==> config.mk <==
export PLATFORM = sky130hd
export DESIGN_NAME = data_mem_ctrl
export DESIGN_NICKNAME = d
export VERILOG_FILES = /design/src/rtl/data_mem_pkg.sv /design/src/rtl/data_mem_wbuf.sv /design/src/rtl/data_mem_ctrl.sv
export SDC_FILE = /design/constraint.sdc
export NUM_CORES = 1
export LEC_CHECK = 0
export CORE_AREA = 2 2 130 132
export CTS_BUF_LIST = sky130_fd_sc_hd__clkbuf_2 sky130_fd_sc_hd__clkbuf_4 sky130_fd_sc_hd__clkbuf_8
export DETAILED_ROUTE_END_ITERATION = 8
export DIE_AREA = 0 0 132 134
export DONT_BUFFER_PORTS = 1
export SETUP_SLACK_MARGIN = 0.15
export SYNTH_ARGS = -nofsm -noshare
export SYNTH_HDL_FRONTEND = slang
export SYNTH_SLANG_ARGS = --single-unit
==> constraint.sdc <==
create_clock -name CLOCK -period 3.3 [get_ports CLOCK]
set_clock_uncertainty 0.05 [all_clocks]
set_input_delay 0.66 -clock CLOCK [delete_from_list [all_inputs] [get_ports CLOCK]]
set_output_delay 0.66 -clock CLOCK [all_outputs]
set_load 0.02 [all_outputs]
==> src/rtl/data_mem_pkg.sv <==
// Shared types and helpers for the data memory load/store unit.
// Holds the access FSM state encoding and the address fault check.
package data_mem_pkg;

   localparam int DWORD_W    = 64;
   localparam int BYTE_OFF_W = 3;

   typedef enum logic [1:0] {
      ST_IDLE  = 2'd0,
      ST_REQ   = 2'd1,
      ST_DONE  = 2'd2,
      ST_FAULT = 2'd3
   } state_t;

   // Misaligned or beyond the 2^aw doubleword window.
   function automatic logic addr_fault(
      input logic [DWORD_W-1:0] addr,
      input int                 aw
   );
      logic [DWORD_W-1:0] hi;
      hi = addr >> (aw + BYTE_OFF_W);
      return (|addr[BYTE_OFF_W-1:0]) || (|hi);
   endfunction

endpackage

==> src/rtl/data_mem_wbuf.sv <==
// One-entry posted-write buffer for the data memory load/store unit.
// Only instantiated when DATA_MEM_CTRL_POSTED_WRITE_EN is defined.
module data_mem_wbuf
   import data_mem_pkg::*;
#(
   parameter int ADDR_W = 5
) (
   input  logic               i_clk,
   input  logic               i_rst_n,
   input  logic               i_push,
   input  logic [ADDR_W-1:0]  i_addr,
   input  logic [DWORD_W-1:0] i_data,
   input  logic               i_pop,
   output logic               o_busy,
   output logic [ADDR_W-1:0]  o_addr,
   output logic [DWORD_W-1:0] o_data
);

   logic               r_valid;
   logic [ADDR_W-1:0]  r_addr;
   logic [DWORD_W-1:0] r_data;

   always_ff @(posedge i_clk) begin
      if (!i_rst_n) begin
         r_valid <= 1'b0;
         r_addr  <= '0;
         r_data  <= '0;
      end else if (i_push) begin
         r_valid <= 1'b1;
         r_addr  <= i_addr;
         r_data  <= i_data;
      end else if (i_pop) begin
         r_valid <= 1'b0;
      end
   end

   assign o_busy = r_valid;
   assign o_addr = r_addr;
   assign o_data = r_data;

endmodule

==> src/rtl/data_mem_ctrl.sv <==
// Load/store unit: CPU level controls -> req/ack doubleword RAM, with stall and fault.
// Optional zero-stall stores via DATA_MEM_CTRL_POSTED_WRITE_EN.
module data_mem_ctrl
   import data_mem_pkg::*;
#(
   parameter int ADDR_W  = 5,
   parameter int TIMEOUT = 15
) (
   input  logic               CLOCK,
   input  logic               RESET_N,
   input  logic               CPU_MEMREAD,
   input  logic               CPU_MEMWRITE,
   input  logic [DWORD_W-1:0] CPU_ADDRESS,
   input  logic [DWORD_W-1:0] CPU_WDATA,
   output logic [DWORD_W-1:0] CPU_RDATA,
   output logic               STALL,
   output logic               FAULT,
   output logic               MEM_REQ,
   output logic               MEM_WE,
   output logic [ADDR_W-1:0]  MEM_ADDR,
   output logic [DWORD_W-1:0] MEM_WDATA,
   input  logic               MEM_ACK,
   input  logic [DWORD_W-1:0] MEM_RDATA
);

   localparam int CNT_W = $clog2(TIMEOUT + 1);

   state_t             r_state;
   logic               r_mem_req;
   logic               r_mem_we;
   logic [ADDR_W-1:0]  r_mem_addr;
   logic [DWORD_W-1:0] r_mem_wdata;
   logic [DWORD_W-1:0] r_rdata;
   logic               r_fault;
   logic [CNT_W-1:0]   r_cnt;

   logic               w_req;
   logic               w_flt;
   logic               w_idle;
   logic               w_in_req;
   logic               w_tmo;
   logic [ADDR_W-1:0]  w_idx;

   assign w_req    = CPU_MEMREAD | CPU_MEMWRITE;
   assign w_flt    = addr_fault(CPU_ADDRESS, ADDR_W);
   assign w_idle   = (r_state == ST_IDLE);
   assign w_in_req = (r_state == ST_REQ);
   assign w_tmo    = (r_cnt == CNT_W'(TIMEOUT - 1));
   assign w_idx    = CPU_ADDRESS[ADDR_W+BYTE_OFF_W-1:BYTE_OFF_W];

`ifdef DATA_MEM_CTRL_POSTED_WRITE_EN
   logic               r_posted;
   logic               w_post;
   logic               w_pop;
   logic               w_wb_busy;
   logic [ADDR_W-1:0]  w_wb_addr;
   logic [DWORD_W-1:0] w_wb_data;

   assign w_post = w_idle & CPU_MEMWRITE & ~w_flt & ~w_wb_busy;
   assign w_pop  = w_in_req & r_posted & (MEM_ACK | w_tmo);

   data_mem_wbuf #(
      .ADDR_W (ADDR_W)
   ) u_wbuf (
      .i_clk   (CLOCK),
      .i_rst_n (RESET_N),
      .i_push  (w_post),
      .i_addr  (w_idx),
      .i_data  (CPU_WDATA),
      .i_pop   (w_pop),
      .o_busy  (w_wb_busy),
      .o_addr  (w_wb_addr),
      .o_data  (w_wb_data)
   );

   // A drain runs behind the CPU; only a new request has to wait for it.
   assign STALL = (w_idle & w_req & ~w_flt & ~w_post)
                | (w_in_req & (~r_posted | w_req))
                | ((r_state == ST_FAULT) & r_posted & w_req);
   assign MEM_ADDR  = r_posted ? w_wb_addr : r_mem_addr;
   assign MEM_WDATA = r_posted ? w_wb_data : r_mem_wdata;
`else
   assign STALL     = (w_idle & w_req & ~w_flt) | w_in_req;
   assign MEM_ADDR  = r_mem_addr;
   assign MEM_WDATA = r_mem_wdata;
`endif

   assign MEM_REQ   = r_mem_req;
   assign MEM_WE    = r_mem_we;
   assign CPU_RDATA = r_rdata;
   assign FAULT     = r_fault;

   always_ff @(posedge CLOCK) begin
      if (!RESET_N) begin
         r_state     <= ST_IDLE;
         r_mem_req   <= 1'b0;
         r_mem_we    <= 1'b0;
         r_mem_addr  <= '0;
         r_mem_wdata <= '0;
         r_rdata     <= '0;
         r_fault     <= 1'b0;
         r_cnt       <= '0;
`ifdef DATA_MEM_CTRL_POSTED_WRITE_EN
         r_posted    <= 1'b0;
`endif
      end else begin
         r_fault <= 1'b0;
         unique case (r_state)
            ST_IDLE: begin
               r_cnt <= '0;
               if (w_req && w_flt) begin
                  r_state <= ST_FAULT;
                  r_fault <= 1'b1;
                  if (!CPU_MEMWRITE) r_rdata <= '0;
               end else if (w_req) begin
                  r_state     <= ST_REQ;
                  r_mem_req   <= 1'b1;
                  r_mem_we    <= CPU_MEMWRITE;
                  r_mem_addr  <= w_idx;
                  r_mem_wdata <= CPU_WDATA;
`ifdef DATA_MEM_CTRL_POSTED_WRITE_EN
                  r_posted    <= w_post;
`endif
               end
            end
            ST_REQ: begin
               if (MEM_ACK) begin
                  r_mem_req <= 1'b0;
                  if (!r_mem_we) r_rdata <= MEM_RDATA;
`ifdef DATA_MEM_CTRL_POSTED_WRITE_EN
                  r_state   <= r_posted ? ST_IDLE : ST_DONE;
                  r_posted  <= 1'b0;
`else
                  r_state   <= ST_DONE;
`endif
               end else if (w_tmo) begin
                  r_mem_req <= 1'b0;
                  r_rdata   <= '0;
                  r_state   <= ST_FAULT;
                  r_fault   <= 1'b1;
               end else begin
                  r_cnt <= r_cnt + 1'b1;
               end
            end
            ST_DONE: begin
               r_state <= ST_IDLE;
            end
            ST_FAULT: begin
               r_state  <= ST_IDLE;
`ifdef DATA_MEM_CTRL_POSTED_WRITE_EN
               r_posted <= 1'b0;
`endif
            end
            default: begin
               r_state <= ST_IDLE;
            end
         endcase
      end
   end

endmodule

==> results.json, run 1 <==
{
  "cts-buffers-inserted": 17,
  "fin_cells": 740,
  "core-area_mm2": 0.0163,
  "placement.io_buffers": 0,
  "worst-endpoint-required_ns": 2.59,
  "timing.critical_path.cells": "nor4_2 > nand4_1 > or4_2 > o21ai_1 > buf_4",
  "slowest_stage_cell_on_the_critical_path": "sky130_fd_sc_hd__or4_2",
  "clock-root-buffer": "sky130_fd_sc_hd__clkbuf_8",
  "via_count_of_the_first_global_routing_pass": 4128,
  "timing.critical_path.arrival_ns": 2.33,
  "postPlaceCellArea_mm2": 0.00523,
  "fin_tns_setup_ns": 0,
  "placed_cell_count": 707,
  "final_stage_net_count": 707,
  "antenna_left": 0,
  "detailedPlace.worstSlack_ns": 0.147,
  "ys_dominant_reg_cell": "sky130_fd_sc_hd__dfxtp_1",
  "drt-wirelength-per-cell_um": 20.3,
  "synth.yosys.warnings": 0,
  "clock_slew_seen_by_the_registers_of_the_worst_setup_and_hold_paths_ns": 0.08,
  "post-route-worst-setup-slack_ns": 0.262,
  "rsz0062_at_grt": "no",
  "synth-seq-area-share_pct": 56.5,
  "placer_s_final_routability_congestion_estimate": 0.890,
  "fp.dieArea_mm2": 0.0177,
  "final_layout_size_suffix_gt1_share_pct": 10.4,
  "grt_antenna_before_repair": 0,
  "clk_latency_ns": 0.43,
  "dieWidth_um": 132,
  "finalCriticalPeriod_ns": 3.04,
  "cpPeakStageDelay_ns": 0.76,
  "tritoncts_num_sinks": 142,
  "worst-slew-pin-transition_ns": 0.843,
  "worstSetupStartpointType": "primary input",
  "drc_violation_count_after_routing": 0,
  "final.hold.worst_slack_ns": 0.290,
  "synth_area_leader_cell": "sky130_fd_sc_hd__dfxtp_1",
  "ctsHoldBuffers": 0,
  "critical_path_stages": 5,
  "drtPass1Iterations": 4,
  "final-max-slew-violation-count": 0,
  "cts_buffer_depth": 2,
  "cts_tree": "yes",
  "synth_area_per_inst_um2": 9.54,
  "grt_pass1_wl_um": 22900,
  "syn_std_cell_area_mm2": 0.00503,
  "power_density_mw_per_mm2": 646,
  "synthArstFlopShare_pct": 0,
  "route.vias.total": 4181,
  "dr.first_iter.drc_count": 226,
  "die_h_um": 134,
  "synth_cell_types": 25,
  "status": "finished clean",
  "timing.final.hold_violations": 0,
  "synth-edff-count": 0,
  "floorplan.initialDensity_pct": 30.9,
  "yosys.area.top_type_share_pct": 56.5,
  "critPathCaptureType": "primary output",
  "r2r_setup_slk_ns": 0.97,
  "finish.instance_area_mm2": 0.00573,
  "drt_wl_total_um": 15000,
  "p_leak_nw": 1.90,
  "vias_per_cell": 5.65,
  "grt.total_usage_pct": 16.5,
  "min-delay-path-class": "in -> reg",
  "synthesis.instances": 527,
  "timing.fmax_mhz": 329,
  "area_growth_syn_to_layout_pct": 13.9,
  "reg2regPathDepth": 5,
  "clock_tree.htree_level_count": 4,
  "final_min_period_over_clock_period_pct": 92.0,
  "vdd_drop_max_uv": 201,
  "core.rowCount": 47,
  "max_cap_violations": 0,
  "yosysMostFrequentCell": "sky130_fd_sc_hd__dfxtp_1",
  "syn-num-nets": 726,
  "timing.slew.headroom_pct": 43.8,
  "timing.critical_path.fanout_max": 2,
  "ys_ff_latch": 142,
  "yosys-top-cells-area": "sky130_fd_sc_hd__dfxtp_1 57%, sky130_fd_sc_hd__a22o_1 11%, sky130_fd_sc_hd__nand3_1 7.4%",
  "antenna-diode-count": 0,
  "crit_type": "in -> out",
  "num_io_pins": 334,
  "globalRouteOverflowTotal": 0,
  "crit_buf_inv": 1,
  "detailed_placer_s_ending_hpwl_um": 10300,
  "hold-path-cell-count": 1,
  "grt_max_degree": 75,
  "finalSetupViolCount": 0,
  "critPathTopFamily": "simple AND/OR/NAND/NOR gates",
  "ys_top_cells_by_count": "142 x sky130_fd_sc_hd__dfxtp_1, 74 x sky130_fd_sc_hd__nand3_1, 73 x sky130_fd_sc_hd__a21oi_1, 73 x sky130_fd_sc_hd__o21ai_0, 64 x sky130_fd_sc_hd__a22o_1"
}
[cell usage in the layout (no fill, tap or decap), drive strengths merged, types with 2 or more instances in the layout]
| master | n |
|---|---|
| nor4 | 16 |
| bufinv | 5 |
| nand3 | 74 |
| inv | 8 |
| o311a | 2 |
| a22o | 64 |
| buf | 13 |
| nand4 | 4 |
| clkinv | 3 |
| ha | 2 |
| xor2 | 2 |
| nand2 | 6 |
| clkbuf | 17 |
| nor2 | 6 |
| dfxtp | 142 |
| a21oi | 73 |
| o21ai | 75 |
[stage by stage]
step | total power [W] | utilization (%)
after CTS | 0.00375 | 35.0
after global placement | 0.00211 | 32.1
after floorplan | 0.00204 | -
final | 0.00370 | 35.2
after global routing | 0.00386 | 35.2
after detailed placement | 0.00212 | 32.1
[flip-flops by register name, indices dropped and copies added (netlist names)]
register   count
MEM_WE         1
FAULT          1
r_cnt          4
MEM_ADDR       5
MEM_WDATA     64
r_state        2
MEM_REQ        1
CPU_RDATA     64
[power by group]
group          switching (W)  internal, W
sequential         0.0000811      0.00175
combinational       0.000173    0.0000680
clock               0.000709     0.000915
[worst reg2reg max path: stages, from the launching register on]
cell	delay (ns)
sky130_fd_sc_hd__dfxtp_1	0.39
sky130_fd_sc_hd__nor2_1	0.38
sky130_fd_sc_hd__o21a_2	0.77
sky130_fd_sc_hd__buf_4	0.40
sky130_fd_sc_hd__nand3_1	0.13
sky130_fd_sc_hd__a21oi_1	0.15
[worst paths after layout]
kind	from	endpoint
max	CPU_ADDRESS[15]	STALL
max reg2reg	r_state[0]	MEM_WDATA[29]
min reg2reg	r_cnt[1]	r_cnt[1]
min	MEM_ACK	FAULT
[metal layers]
metal	GRT usage, %	vias to the layer above	wire length (µm)
met4	6.34	0	222
met2	24.9	212	7190
met3	7.22	14	1410
met1	20.9	2036	6210
li1	-	1919	-
met5	0	-	0
[cell families after synthesis]
kind of cell             share of synthesized area, %
adder cells (fa/ha/maj)                         0.498
AND/OR/NAND/NOR                                  11.7
AO/OA/AOI/OAI                                    26.8
flip-flops                                       56.5
XOR/XNOR                                        0.348
buffers and inverters                            4.13
[area by class of cell]
type / count / area (µm²)
fillers: 1664 / 10600
flip-flops and latches: 142 / 2840
multi-input cells: 332 / 2020
well taps: 220 / 275
clock buffers: 17 / 234
clock inverters: 14 / 226
repair buffers: 13 / 123
inverters: 2 / 7.51
[repair_timing]
item	CTS	global route
setup buffers	0	2
pin swaps	0	2
setup endpoints to repair	1	1
gates resized for setup	1	2
Note: power is estimated with default switching activity, not from simulation.
==> inputs of run 2 (changes only) <==
==> constraint.sdc (replaced) <==
create_clock -name CLOCK -period 3.23 [get_ports CLOCK]
set_clock_uncertainty 0.05 [all_clocks]
set_input_delay 0.646 -clock CLOCK [delete_from_list [all_inputs] [get_ports CLOCK]]
set_output_delay 0.646 -clock CLOCK [all_outputs]
set_load 0.02 [all_outputs]
==> run 2 against run 1 <==
Sequential share of layout area is 0.46 points higher; global-route usage is 0.38 points lower; first-iteration DRC count is 0.44% higher; non-clock buffer count is 1 higher; core utilization is 0.32 points lower; worst setup slack worse by 0.061 ns; power is 2.6% lower; cell count is 0.27% higher; clock-buffer cell count is 1 higher; largest cell class unchanged.
==> results.json, run 2 (synthesized netlist as in run 1, its figures left out) <==
{
  "critical_path.reg2reg.endpoint": "MEM_WDATA[29]",
  "area_growth_syn_to_layout_pct": 12.8,
  "crit-reg2reg-launch": "r_state[0]",
  "clock_slew_seen_by_the_registers_of_the_worst_setup_and_hold_paths_ns": 0.08,
  "critPathCaptureType": "primary output",
  "p_seq_share_pct": 52.1,
  "combPwrFrac_pct": 6.8,
  "via_count_of_the_first_global_routing_pass": 4028,
  "layout_common_cells": "142 x sky130_fd_sc_hd__dfxtp_1, 74 x sky130_fd_sc_hd__nand3_1, 73 x sky130_fd_sc_hd__a21oi_1",
  "drt-wirelength-per-cell_um": 20.0,
  "timing.critical_path.fanout_max": 2,
  "internal_power_w": 0.00259,
  "fin_cells": 742,
  "globalRouteOverflowTotal": 0,
  "vdd_drop_max_uv": 257,
  "design_power_total_w": 0.00360,
  "fp.dieArea_mm2": 0.0177,
  "placer_s_final_routability_congestion_estimate": 0.853,
  "drtPass1Iterations": 4,
  "core.rowCount": 47,
  "antenna_left": 0,
  "finalSetupViolCount": 0,
  "r2r_setup_slk_ns": 0.85,
  "final_layout_size_suffix_gt1_share_pct": 10.5,
  "power_density_mw_per_mm2": 635,
  "p_leak_nw": 1.88,
  "power_switching_w": 0.00101,
  "clk_latency_ns": 0.42,
  "route.vias.total": 4154,
  "dr.first_iter.drc_count": 227,
  "worst_setup_path_endpoint": "STALL",
  "final.hold.worst_slack_ns": 0.278,
  "cts_tree": "yes",
  "cts_buffer_depth": 2,
  "worstSetupStartpointType": "primary input",
  "max_cap_violations": 0,
  "most_frequent_standard_cell_in_the_layout_excluding_fill_and_tap_cells": "sky130_fd_sc_hd__dfxtp_1",
  "die_h_um": 134,
  "placed_cell_count": 708,
  "timing.final.hold_violations": 0,
  "grt_antenna_before_repair": 0,
  "drt_wl_total_um": 14900,
  "final_stage_net_count": 708,
  "timing.slew.headroom_pct": 43.3,
  "pwr-share-clk_pct": 41.1,
  "grt_max_degree": 75,
  "crit_path_start": "CPU_ADDRESS[15]",
  "placement.io_buffers": 0,
  "worst-slew-pin-transition_ns": 0.850,
  "final_min_period_over_clock_period_pct": 93.8,
  "reg2regPathDepth": 5,
  "detailed_placer_s_ending_hpwl_um": 10400,
  "rsz0062_at_grt": "no",
  "vias_per_cell": 5.60,
  "grt_pass1_wl_um": 22400,
  "dieWidth_um": 132,
  "post-route-worst-setup-slack_ns": 0.201,
  "crit_type": "in -> out",
  "clock-root-buffer": "sky130_fd_sc_hd__clkbuf_8",
  "finalCriticalPeriod_ns": 3.03,
  "final-max-slew-violation-count": 0,
  "clock_tree.htree_level_count": 4,
  "floorplan.initialDensity_pct": 30.9,
  "cts-buffers-inserted": 17,
  "tritoncts_num_sinks": 142,
  "fin_tns_setup_ns": 0,
  "timing.critical_path.arrival_ns": 2.33,
  "num_io_pins": 334,
  "grt.total_usage_pct": 16.1,
  "status": "finished clean",
  "timing.fmax_mhz": 330,
  "core-area_mm2": 0.0163,
  "drc_violation_count_after_routing": 0,
  "antenna-diode-count": 0,
  "min-delay-path-class": "in -> reg",
  "power.switching_fraction_pct": 28.1,
  "detailedPlace.worstSlack_ns": 0.113,
  "worst-endpoint-required_ns": 2.53
}
run 2: changes by cell type in the layout (fill, tap and decap cells not counted):
| cell | change |
|---|---|
| sky130_fd_sc_hd__clkinvlp_4 | +2 |
| sky130_fd_sc_hd__clkbuf_4 | +1 |
| sky130_fd_sc_hd__nor4_2 | -1 |
| sky130_fd_sc_hd__clkinv_2 | -2 |
| sky130_fd_sc_hd__inv_8 | +1 |
| sky130_fd_sc_hd__buf_12 | -1 |
| sky130_fd_sc_hd__bufinv_16 | -3 |
| sky130_fd_sc_hd__buf_4 | +2 |
| sky130_fd_sc_hd__nor4_1 | +1 |
| sky130_fd_sc_hd__clkinv_8 | +1 |
| sky130_fd_sc_hd__clkinv_4 | +1 |
run 2: how the worst min path moves through the flow:
stage,to,start,cells after the start
after floorplan,r_cnt[0],r_cnt[0],2
after global placement,r_cnt[0],r_cnt[0],2
after detailed placement,r_cnt[0],r_cnt[0],2
after CTS,FAULT,MEM_ACK,1
after global routing,FAULT,MEM_ACK,1
final,FAULT,MEM_ACK,1
run 2: what timing repair did:
action	CTS	global route
resized for setup	1	1
setup endpoints to repair	1	1
setup buffers	0	2
pin swaps	0	2
hold buffers	0	0
run 2: power groups by stage:
stage / sequential [W] / clock [W] / combinational [W]
detailed placement: 0.00192 / 0 / 0.000244
floorplan: 0.00190 / 0 / 0.000185
CTS: 0.00188 / 0.00154 / 0.000244
finish: 0.00188 / 0.00148 / 0.000246
global route: 0.00188 / 0.00162 / 0.000272
global placement: 0.00192 / 0 / 0.000236
run 2: routing by layer:
metal | vias up | part of all wire, % | GRT usage, %
met2 | 222 | 48 | 24.2
li1 | 1925 | - | -
met3 | 7 | 11 | 7.52
met1 | 2000 | 41 | 20.5
met4 | 0 | 0.94 | 5.37
met5 | - | 0 | 0
run 2: stage by stage:
step / util (%) / area, µm²
after floorplan: - / 5030
after global placement: 32.1 / 5230
after detailed placement: 32.1 / 5230
after CTS: 34.7 / 5650
after global routing: 34.8 / 5670
final: 34.8 / 5670
run 2: critical path, cell delays in order:
cell                      delay, ns
sky130_fd_sc_hd__nor4_2        0.37
sky130_fd_sc_hd__nand4_1       0.22
sky130_fd_sc_hd__or4_2         0.76
sky130_fd_sc_hd__o21ai_1       0.17
sky130_fd_sc_hd__buf_4         0.17
run 2: final cells by class:
class                   instances  area (µm²)
clock inverters                14         178
inverters                       2        7.51
repair buffers                 14         118
fillers                      1685       10600
multi-input cells             332        2010
flip-flops and latches        142        2840
clock buffers                  18         241
well taps                     220         275
